==> src/rtl/spmv_group_packer.sv <==
// Packs nonzero (matrix, vector, end-of-row) entries into 4-lane groups for the
// sparse MxV ALU pipeline, deriving the row-boundary code and pacing issues.
module spmv_group_packer #(
    parameter int K         = 4,
    parameter int ISSUE_GAP = 6
) (
    input  logic           clk,
    input  logic           rst,
    input  logic           in_valid,
    output logic           in_ready,
    input  logic [7:0]     in_mat,
    input  logic [7:0]     in_vec,
    input  logic           in_last,
    input  logic           flush,
    output logic [8*K-1:0] matrix_in,
    output logic [8*K-1:0] vector_in,
    output logic [3:0]     IPV,
    output logic [4:0]     ones,
    output logic           grp_last,
    output logic           out_fire,
    output logic           busy,
    output logic           err_zero
);

    localparam int GW = (ISSUE_GAP > 1) ? $clog2(ISSUE_GAP) : 1;

    logic [2:0]     cnt;
    logic           flush_pend;
    logic [GW-1:0]  gap_cnt;
    logic [7:0]     lane_mat [K];
    logic [7:0]     lane_vec [K];
    logic [K-1:0]   lane_last;

    logic           accept;
    logic           take;
    logic           issue;
    logic [8*K-1:0] grp_mat;
    logic [8*K-1:0] grp_vec;
    logic [3:0]     grp_ipv;
    logic [4:0]     grp_ones;
    logic           grp_last_c;

    assign in_ready = (cnt < 3'(K)) & ~flush_pend;
    assign accept   = in_valid & in_ready;
    // Zero matrix values complete the handshake but are never packed.
    assign take     = accept & (in_mat != 8'd0);
    assign issue    = ((cnt == 3'(K)) | (flush_pend & (cnt != 3'd0))) & (gap_cnt == '0);
    assign busy     = (cnt != 3'd0) | flush_pend | (gap_cnt != '0);

    // Assemble the outgoing group; lanes past the last real one are zero and break-free.
    always_comb begin
        grp_mat    = '0;
        grp_vec    = '0;
        grp_ipv    = '0;
        grp_last_c = 1'b0;
        for (int i = 0; i < K; i++) begin
            if (3'(i) < cnt) begin
                grp_mat[8*(K-1-i) +: 8] = lane_mat[i];
                grp_vec[8*(K-1-i) +: 8] = lane_vec[i];
            end
            if (3'(i + 1) == cnt) begin
                grp_last_c = lane_last[i];
            end
        end
        for (int j = 0; j < 3; j++) begin
            if (3'(j + 1) < cnt) begin
                grp_ipv[2-j] = lane_last[j];
            end
        end
        grp_ones = 5'd1 + 5'(grp_ipv[0]) + 5'(grp_ipv[1]) + 5'(grp_ipv[2]);
    end

    // IPV/ones/grp_last hold between issues because the L1 map table latches on en.
    always_ff @(posedge clk or negedge rst) begin
        if (!rst) begin
            cnt        <= 3'd0;
            flush_pend <= 1'b0;
            gap_cnt    <= '0;
            lane_last  <= '0;
            for (int i = 0; i < K; i++) begin
                lane_mat[i] <= 8'd0;
                lane_vec[i] <= 8'd0;
            end
            matrix_in  <= '0;
            vector_in  <= '0;
            IPV        <= 4'd0;
            ones       <= 5'd0;
            grp_last   <= 1'b0;
            out_fire   <= 1'b0;
            err_zero   <= 1'b0;
        end else begin
            out_fire  <= issue;
            matrix_in <= issue ? grp_mat : '0;
            vector_in <= issue ? grp_vec : '0;
            if (issue) begin
                IPV        <= grp_ipv;
                ones       <= grp_ones;
                grp_last   <= grp_last_c;
                cnt        <= 3'd0;
                flush_pend <= 1'b0;
                gap_cnt    <= GW'(ISSUE_GAP - 1);
            end else begin
                if (gap_cnt != '0) begin
                    gap_cnt <= gap_cnt - GW'(1);
                end
                if (take) begin
                    lane_mat[cnt[1:0]]  <= in_mat;
                    lane_vec[cnt[1:0]]  <= in_vec;
                    lane_last[cnt[1:0]] <= in_last;
                    cnt                 <= cnt + 3'd1;
                end
                if (flush && ((cnt != 3'd0) || take) && (cnt != 3'(K))) begin
                    flush_pend <= 1'b1;
                end
            end
            if (accept && (in_mat == 8'd0)) begin
                err_zero <= 1'b1;
            end
        end
    end

endmodule

==> config.mk <==
export PLATFORM = sky130hd
export DESIGN_NAME = spmv_group_packer
export DESIGN_NICKNAME = d
export VERILOG_FILES = /design/src/rtl/spmv_group_packer.sv
export SDC_FILE = /design/constraint.sdc
export NUM_CORES = 1
export LEC_CHECK = 0
export CAP_MARGIN = 20
export CORE_ASPECT_RATIO = 1.2
export CORE_UTILIZATION = 48
export DETAILED_ROUTE_END_ITERATION = 6
export PLACE_DENSITY = 0.76
export SLEW_MARGIN = 20
export SYNTH_ARGS = -nofsm -noshare
export SYNTH_HDL_FRONTEND = slang
export SYNTH_SLANG_ARGS = --single-unit
==> constraint.sdc <==
create_clock -name clk -period 1.95 [get_ports clk]
set_input_delay 0.2925 -clock clk [delete_from_list [all_inputs] [get_ports clk]]
set_output_delay 0.2925 -clock clk [all_outputs]
set_load 0.01 [all_outputs]
Word-level counts from Yosys, hierarchy flattened
Cells that the tools add are included.
- bits in registers: 150
- bits in latches: 0
- bits in writable memories: 0
- bits in read-only memories: 0
- output and inout bits: 78
- logic and storage cells: 95
- memories: 0
- add/subtract/negate cells: 5
- $mul: 0
- div/mod/pow operators: 0
- magnitude comparators: 9
- eq/ne operators: 6
- shift-type cells: 0
- muxes and demuxes: 30
- bitwise logic cells: 11
- reduce and logical (&&, ||, !) cells: 15
- operators with widths (cell ; number):
    two-way mux 8 bit ; 9
    bitwise mux 32 bit ; 2
    two-way mux 32 bit ; 2
    demux 8 bit (select 2 bit) ; 1
    two-way mux 3 bit ; 4
    two-way mux 1 bit ; 10
    logical NOT 8 bit ; 1
    nonzero test 8 bit ; 1
    == test 2 x 3 -> 1 bit, first input constant ; 2
    less-than comparator 1 x 3 -> 1 bit, first input constant ; 2
    less-than comparator 2 x 3 -> 1 bit, first input constant ; 2
    nonzero test 2 bit ; 3
    nonzero test 3 bit ; 2
    bitwise AND 1 bit ; 5
    logical AND 1 bit ; 5
    adder 3 x 1 -> 4 bit ; 1
    bitwise mux 4 bit ; 1
    adder 2 x 1 -> 3 bit ; 1
    adder 3 x 1 -> 3 bit, second input constant ; 1
    == test 1 x 3 -> 1 bit, first input constant ; 1
    == test 3 bit, first input constant ; 1
    == test 3 bit, second input constant ; 1
    greater-or-equal comparator 3 bit, second input constant ; 1
    logical NOT 3 bit ; 1
    other kinds (13) ; 16

Logic depth before layout (Yosys ltp)
Gate-level depths: netlist of the first run.
- depth in word-level cells: 9
- depth in mapped cells: 8

Worst setup path after synthesis of the first run
OpenSTA, ideal clock, no wires.
- path kind: flip-flop to flip-flop
- start point: reg cnt[0]
- end point: reg IPV[1]
- setup time: 0.125 ns
- arrival: 1.964 ns
- setup slack: -0.139 ns
- stages on the path, launching flop included: 8
- cell sequence: dfrtp_1 > clkbuf_1 > inv_1 > ha_1 > nor2b_1 > o221ai_1 > inv_2 > mux2_2
- longest elaborated chain between the ends: 4
- ends and longest elaborated chain (element ; line ; text):
    start, declared ; 27 ; logic [2:0] cnt;
    start signal, assigned ; 110 ; cnt <= cnt + 3'd1;
    nonzero test 3 bit ; 47 ; assign issue = ((cnt == 3'(K)) | (flush_pend & (cnt != 3'd0))) & (gap_cnt == '0);
    bitwise AND 1 bit ; 47 ;
    bitwise OR 1 bit * ; 47 ;
    bitwise AND 1 bit * ; 47 ;
    named net issue ; 36 ; logic issue;
    end signal, assigned ; 96 ; IPV <= grp_ipv;
    end, declared ; 17 ; output logic [3:0] IPV,
Mark *: on every way through the listed nets, which the timed path passes. The rest lies on a longest branch.
A chain may end at the register's enable or synchronous reset.

Final worst setup path of the first run
- start point: reg cnt[2]
- end point: reg lane_vec[2] (netlist name)
- longest elaborated chain between the ends: 6
- ends and longest elaborated chain (element ; line ; text):
    parallel branches: the longest is 5 deep, another holds less-than comparator 3 bit ; n/a ;
    AND reduction 2 bit (no line) * ; n/a ;
    end signal, assigned by index ; 108 ; lane_vec[cnt[1:0]] <= in_vec;
    end, declared ; 31 ; logic [7:0] lane_vec [K];
Every way passes the cells marked *.

==> metrics.txt, run 1 <==
Seq cells post-synth=148; Register-to-Register Path Depth=5; initial antenna violation count=0; Congestion Overflow GR=0; nets=549; Final Skew=0.00551 ns; Period minus WS final=1.88 ns; Mapped Cells=385; DRC viols=0; share of cells above drive strength 1=30.6%; Critical Path AT=2.18 ns; most instantiated cells after synthesis=dfrtp_1 (148), nor3b_1 (48), mux2_4 (39); Post-synth top flop=dfrtp_1; Pre-antenna DRT Iters=4; Clock transition at path regs=0.06 ns; Max-Cap Viols=0; Switch Pwr=3.26 mW; IO Port Bufs=95; global-route wire length before repair=20.0 mm; Detailed Route Iter0 Violations=141; post-synthesis mux area share=16.9%; dpl ws=-0.263 ns; sequential fraction of design power=40.4%; CP Class=flop to flop; Leak=3.54 nW; routed wire length per instance=17.9 um; largest cells by area after synthesis=dfrtp_1 (63%), mux2_4 (9.9%), mux2_2 (6.3%); slack of the critical path=0.0655 ns; Num Clock Sinks=148; CP endpoint kind=flop; Clk pwr share=29.2%; remaining antenna violation count=0; R2R setup slack=0.07 ns; TritonCTS clock tree=built; detailed-placement wirelength estimate=8.20 mm; final wirelength=12.4 mm; IO Pins=99; top-area cell type share of the netlist area=62.8%; R2R Path End=lane_vec[2]; register area share after synthesis=62.8%; Ys Warns=0; Final Util=66.0%; Skew-Pair Late Insertion Delay=0.41 ns; RSZ-0062 raised after global routing=false; critical path peak fanout=16; Final Cycle Share=96.6%; # diodes=0; H-tree levels=4; post-synthesis simple-gate area fraction=10.3%; Die ar.=12700 sq um; Area Growth Syn to Fin=34.8%; Power Density=1400 nW/um^2; ys async rst share=100%; placed inst area=7300 sq um; final setup vio count=0; Core Region=12100 sq um; final hold violation count=0; Setup TNS=0 ns; Clock Tree Root=clkbuf_16; vias in the first global route=3687; largest family of logic cells by synthesized area=multiplexers; number of cell rows=44; Net Sw Frac=29.3%; Avg Synthesized Cell Area=15.3 sq um; CP Data Required Time=2.24 ns; Post-synth EDFFs=0; critical path endpoint=lane_vec[2]; post-synthesis xor/xnor area fraction=0%; total power=11.1 mW; most numerous cell in the Yosys netlist=dfrtp_1; synthesized cell area=5900 sq um; Comb power frac=30.4%; status=complete, no violations; Critical Path Source Type=flop; CTS Buffer Depth=2; Crit. Startpoint=cnt[2]; vias=3509; Tot GR Track Use=21.7%; Final Max Slew Viols=0; Final Cell Area=7950 sq um; via density per instance=5.06; largest net degree at the start of global routing=54; Yosys top cell by area=dfrtp_1; cts bufs inserted=17; reg-to-reg startpoint=cnt[2]; initial core utilization=48.9%; Pint=7.88 mW; Synth cell types=45; Peak VDD IR=0.753 mV; Die X=103 um; Max Fclk=531 MHz; Synth Area in Compound Gates=4.56%; Tightest Hold Check Type=primary input to async pin; Layout fillers=846; post-synthesis adder-cell area fraction=1.91%; RD Place Congestion=0.813; Die H=123 um
-- per-stage QoR --
stage               hold slack, ns  std cells
global placement             0.234        658
CTS                          0.382        692
global route                 0.406        693
floorplan                 -0.00309        387
finish                       0.378        693
detailed placement           0.243        658
-- what timing repair did --
| action | in CTS | in global routing |
|---|---|---|
| setup buffers | 1 | 1 |
| endpoints found under the hold margin | 43 | 0 |
| endpoints found under the setup margin | 11 | 23 |
| hold buffers | 1 | 0 |
| resized for setup | 3 | 8 |
-- how the worst min path moves through the flow --
stage	startpoint	end	slack [ns]	cells past startpoint
after detailed placement	rst	matrix_in[21]	0.24	1
after global placement	rst	matrix_in[21]	0.23	1
after global routing	rst	matrix_in[20]	0.41	2
final	rst	matrix_in[5]	0.38	2
after CTS	rst	matrix_in[20]	0.38	2
after floorplan	rst	IPV[0]	-0.003	0
-- area by class of cell --
| cell class | count | area (sq um) | share of cell area (%) |
|---|---|---|---|
| timing repair buffer | 135 | 1340 | 16.9 |
| tap | 161 | 201 | 2.53 |
| inverter | 16 | 60.1 | 0.755 |
| multi-input combinational | 201 | 2040 | 25.7 |
| sequential | 148 | 3700 | 46.6 |
| clock inverter | 13 | 149 | 1.87 |
| clock buffer | 19 | 453 | 5.70 |
-- cells in the final DEF (no fill, tap or decap), types with 3 or more instances in the layout --
cell type,synthesis,layout
mux2_4,39,39
clkinv_4,0,4
and2_1,16,16
mux2i_1,3,3
clkbuf_16,0,17
inv_2,1,3
a21oi_1,4,4
nor2_1,4,3
ha_1,9,7
nor3b_1,48,48
buf_12,0,7
o21ai_0,3,3
inv_1,15,13
conb_1,1,3
buf_4,3,32
dfrtp_1,148,148
mux2_2,33,33
clkdlybuf4s50_1,0,92
a211oi_4,4,4
-- layer usage --
layer,vias to the layer above,wire (um),global-route usage [%]
met2,98,6180,34.5
met5,-,0,0
met3,9,559,5.65
li1,1605,-,-
met4,0,130,6.34
met1,1797,5510,29.4
-- worst max-delay path, stage by stage (launching register included) --
cell	delay, ns
dfrtp_1	0.41
or3b_1	0.39
buf_4	0.19
a211oi_4	0.22
buf_12	0.21
mux2_2	0.35
-- power by group through the flow --
stage	registers [mW]	clock network [mW]	logic, mW
2_1_floorplan	4.43	0	2.12
3_3_place_gp	4.49	0	3.17
3_5_place_dp	4.52	0	3.31
4_1_cts	4.49	3.30	3.36
5_1_grt	4.61	3.43	3.68
6_report	4.50	3.25	3.39
-- registers in the layout, indices dropped and copies added (netlist names) --
signal / flops
vector_in: 32
ones: 3
lane_vec: 32
lane_last: 4
matrix_in: 32
err_zero: 1
IPV: 3
gap_cnt: 3
cnt: 3
grp_last: 1
out_fire: 1
lane_mat: 32
flush_pend: 1
-- cells by family (layout without fill, tap and decap cells) --
family | after synthesis | after routing
flip-flops | 148 | 148
AND/OR/NAND/NOR | 84 | 84
multiplexers | 76 | 76
buffers and inverters | 38 | 183
AO/OA/AOI/OAI | 29 | 29
adder cells (fa/ha/maj) | 9 | 9
other | 1 | 3
Power figures use the tool's default switching activity.
==> inputs of run 2 (changes only) <==
--- a/config.mk
+++ b/config.mk
@@ -9,6 +9,7 @@
 export CORE_ASPECT_RATIO = 1.2
 export CORE_UTILIZATION = 48
 export DETAILED_ROUTE_END_ITERATION = 6
+export GPL_TIMING_DRIVEN = 0
 export PLACE_DENSITY = 0.76
 export SLEW_MARGIN = 20
 export SYNTH_ARGS = -nofsm -noshare
==> run 2 against run 1 <==
- the run now ends with negative setup slack left
- sequential power hardly changed
- worst setup slack lost 0.13 ns
- utilization rose by 1.9 points
- largest power group unchanged
- highest routed layer unchanged
==> metrics.txt, run 2 (synthesis gave the netlist of run 1 again) <==
Tightest Hold Check Type=primary input to async pin; Final Skew=0.0120 ns; share of cells above drive strength 1=32.1%; CP Data Required Time=2.25 ns; Critical Path AT=2.32 ns; cell family with most CP delay=adder cells; Layout fillers=802; vias in the first global route=3911; CTS Buffer Depth=2; Final Max Slew Viols=0; most frequent cells in the layout=dfrtp_1 (147), clkdlybuf4s50_1 (92), mux2_4 (62); most used cell, CP=ha_1; via density per instance=5.25; Max Fclk=497 MHz; DRC viols=0; remaining antenna violation count=0; Fin Hold WS=0.421 ns; Detailed Route Iter0 Violations=212; Die H=123 um; initial core utilization=48.9%; number of cell rows=44; Clock Tree Root=clkbuf_16; Final Cycle Share=103%; Post-Layout Cell Count=703; Area Growth Syn to Fin=38.6%; IO Pins=99; Tot GR Track Use=23.1%; CP Class=flop to flop; Slowest cell on crit path=dfrtp_1; failing checks=negative setup slack; Num Clock Sinks=148; IO Port Bufs=95; slack of the critical path=-0.0629 ns; detailed-placement wirelength estimate=8.05 mm; critical path's largest stage delay=0.37 ns; Congestion Overflow GR=0; Clock transition at path regs=0.06 ns; Buf+Inv Stages, Crit Path=3; Period minus WS final=2.01 ns; Pre-antenna DRT Iters=4; dpl cells=644; Core Region=12100 sq um; routed wire length per instance=19.9 um; nets=559; # diodes=0; final hold violation count=0; final setup vio count=22; cts bufs inserted=17; worst relative slew slack=60.1%; global-route wire length before repair=21.2 mm; total power=11.4 mW; CP endpoint kind=flop; RSZ-0062 raised after global routing=true; RD Place Congestion=0.800; Max-Cap Viols=0; worst path cell trace=buf_6 -> clkbuf_4 -> o21ai_2 -> ha_1 -> inv_1 -> ha_1 -> ha_1 -> mux2_2; Skew-Pair Late Insertion Delay=0.42 ns; critical path peak fanout=10; Leak=3.65 nW; Peak VDD IR=0.665 mV; vias=3689; Setup TNS=-0.524 ns; Power Density=1400 nW/um^2; TritonCTS clock tree=built; largest net degree at the start of global routing=81; final wirelength=14.0 mm; Die X=103 um; H-tree levels=4; initial antenna violation count=0; slew of the pin with the lowest slew margin=0.596 ns; Critical Path Source Type=flop; dpl ws=-0.754 ns; status=finished with violations; most common cell after layout, fill and taps aside=dfrtp_1; Die ar.=12700 sq um
## run 2: cell type report
type	instances	area, sq um	share of cell area, %
Sequential cell	148	3700	45.3
Multi-Input combinational cell	201	2170	26.6
Timing Repair Buffer	124	1290	15.7
Clock buffer	19	443	5.42
Tap cell	161	201	2.46
Buffer	21	175	2.14
Clock inverter	13	128	1.56
Inverter	16	62.6	0.765
## run 2: layer usage
layer / track usage (%) / up-vias / share of wire, % / routed length, um
met5: 0 / - / 0 / 0
met4: 7.92 / 0 / 2.1 / 298
met3: 8.14 / 23 / 5.4 / 755
met2: 36.8 / 122 / 49 / 6880
li1: - / 1617 / - / -
met1: 29.4 / 1927 / 43 / 6080
## run 2: timing repair
action,4_1_cts,5_1_grt
hold endpoints to repair,68,0
endpoints found under the setup margin,139,124
gates resized for setup,48,24
setup buffers,18,7
cloned,1,1
hold buffers,1,0
pin swaps,7,2
## run 2: path summary, 6_finish.rpt
| path | from | slack [ns] | cells after the start | to |
|---|---|---|---|---|
| setup / recovery | cnt[2] | -0.06 | 8 | ones[1] |
| hold / removal | rst | 0.42 | 2 | matrix_in[4] |
| setup reg to reg | cnt[2] | -0.06 | 8 | ones[1] |
| hold reg to reg | err_zero | 0.47 | 1 | err_zero |
| max in group asynchronous | rst | 0.77 | 3 | cnt[0] |
| min in group clk | err_zero | 0.47 | 1 | err_zero |
## run 2: through the flow
step | area, sq um | utilization, %
final | 8180 | 67.8
after global routing | 8180 | 67.8
after CTS | 8000 | 66.4
after detailed placement | 7100 | 58.9
after global placement | 7070 | 58.6
after floorplan | 5920 | -
## run 2: report_power, final
group          total, mW  switching, mW  internal [mW]
registers           4.51          0.514           4.00
logic               3.81           1.67           2.13
clock network       3.12           1.31           1.81
total               11.4           3.50           7.94
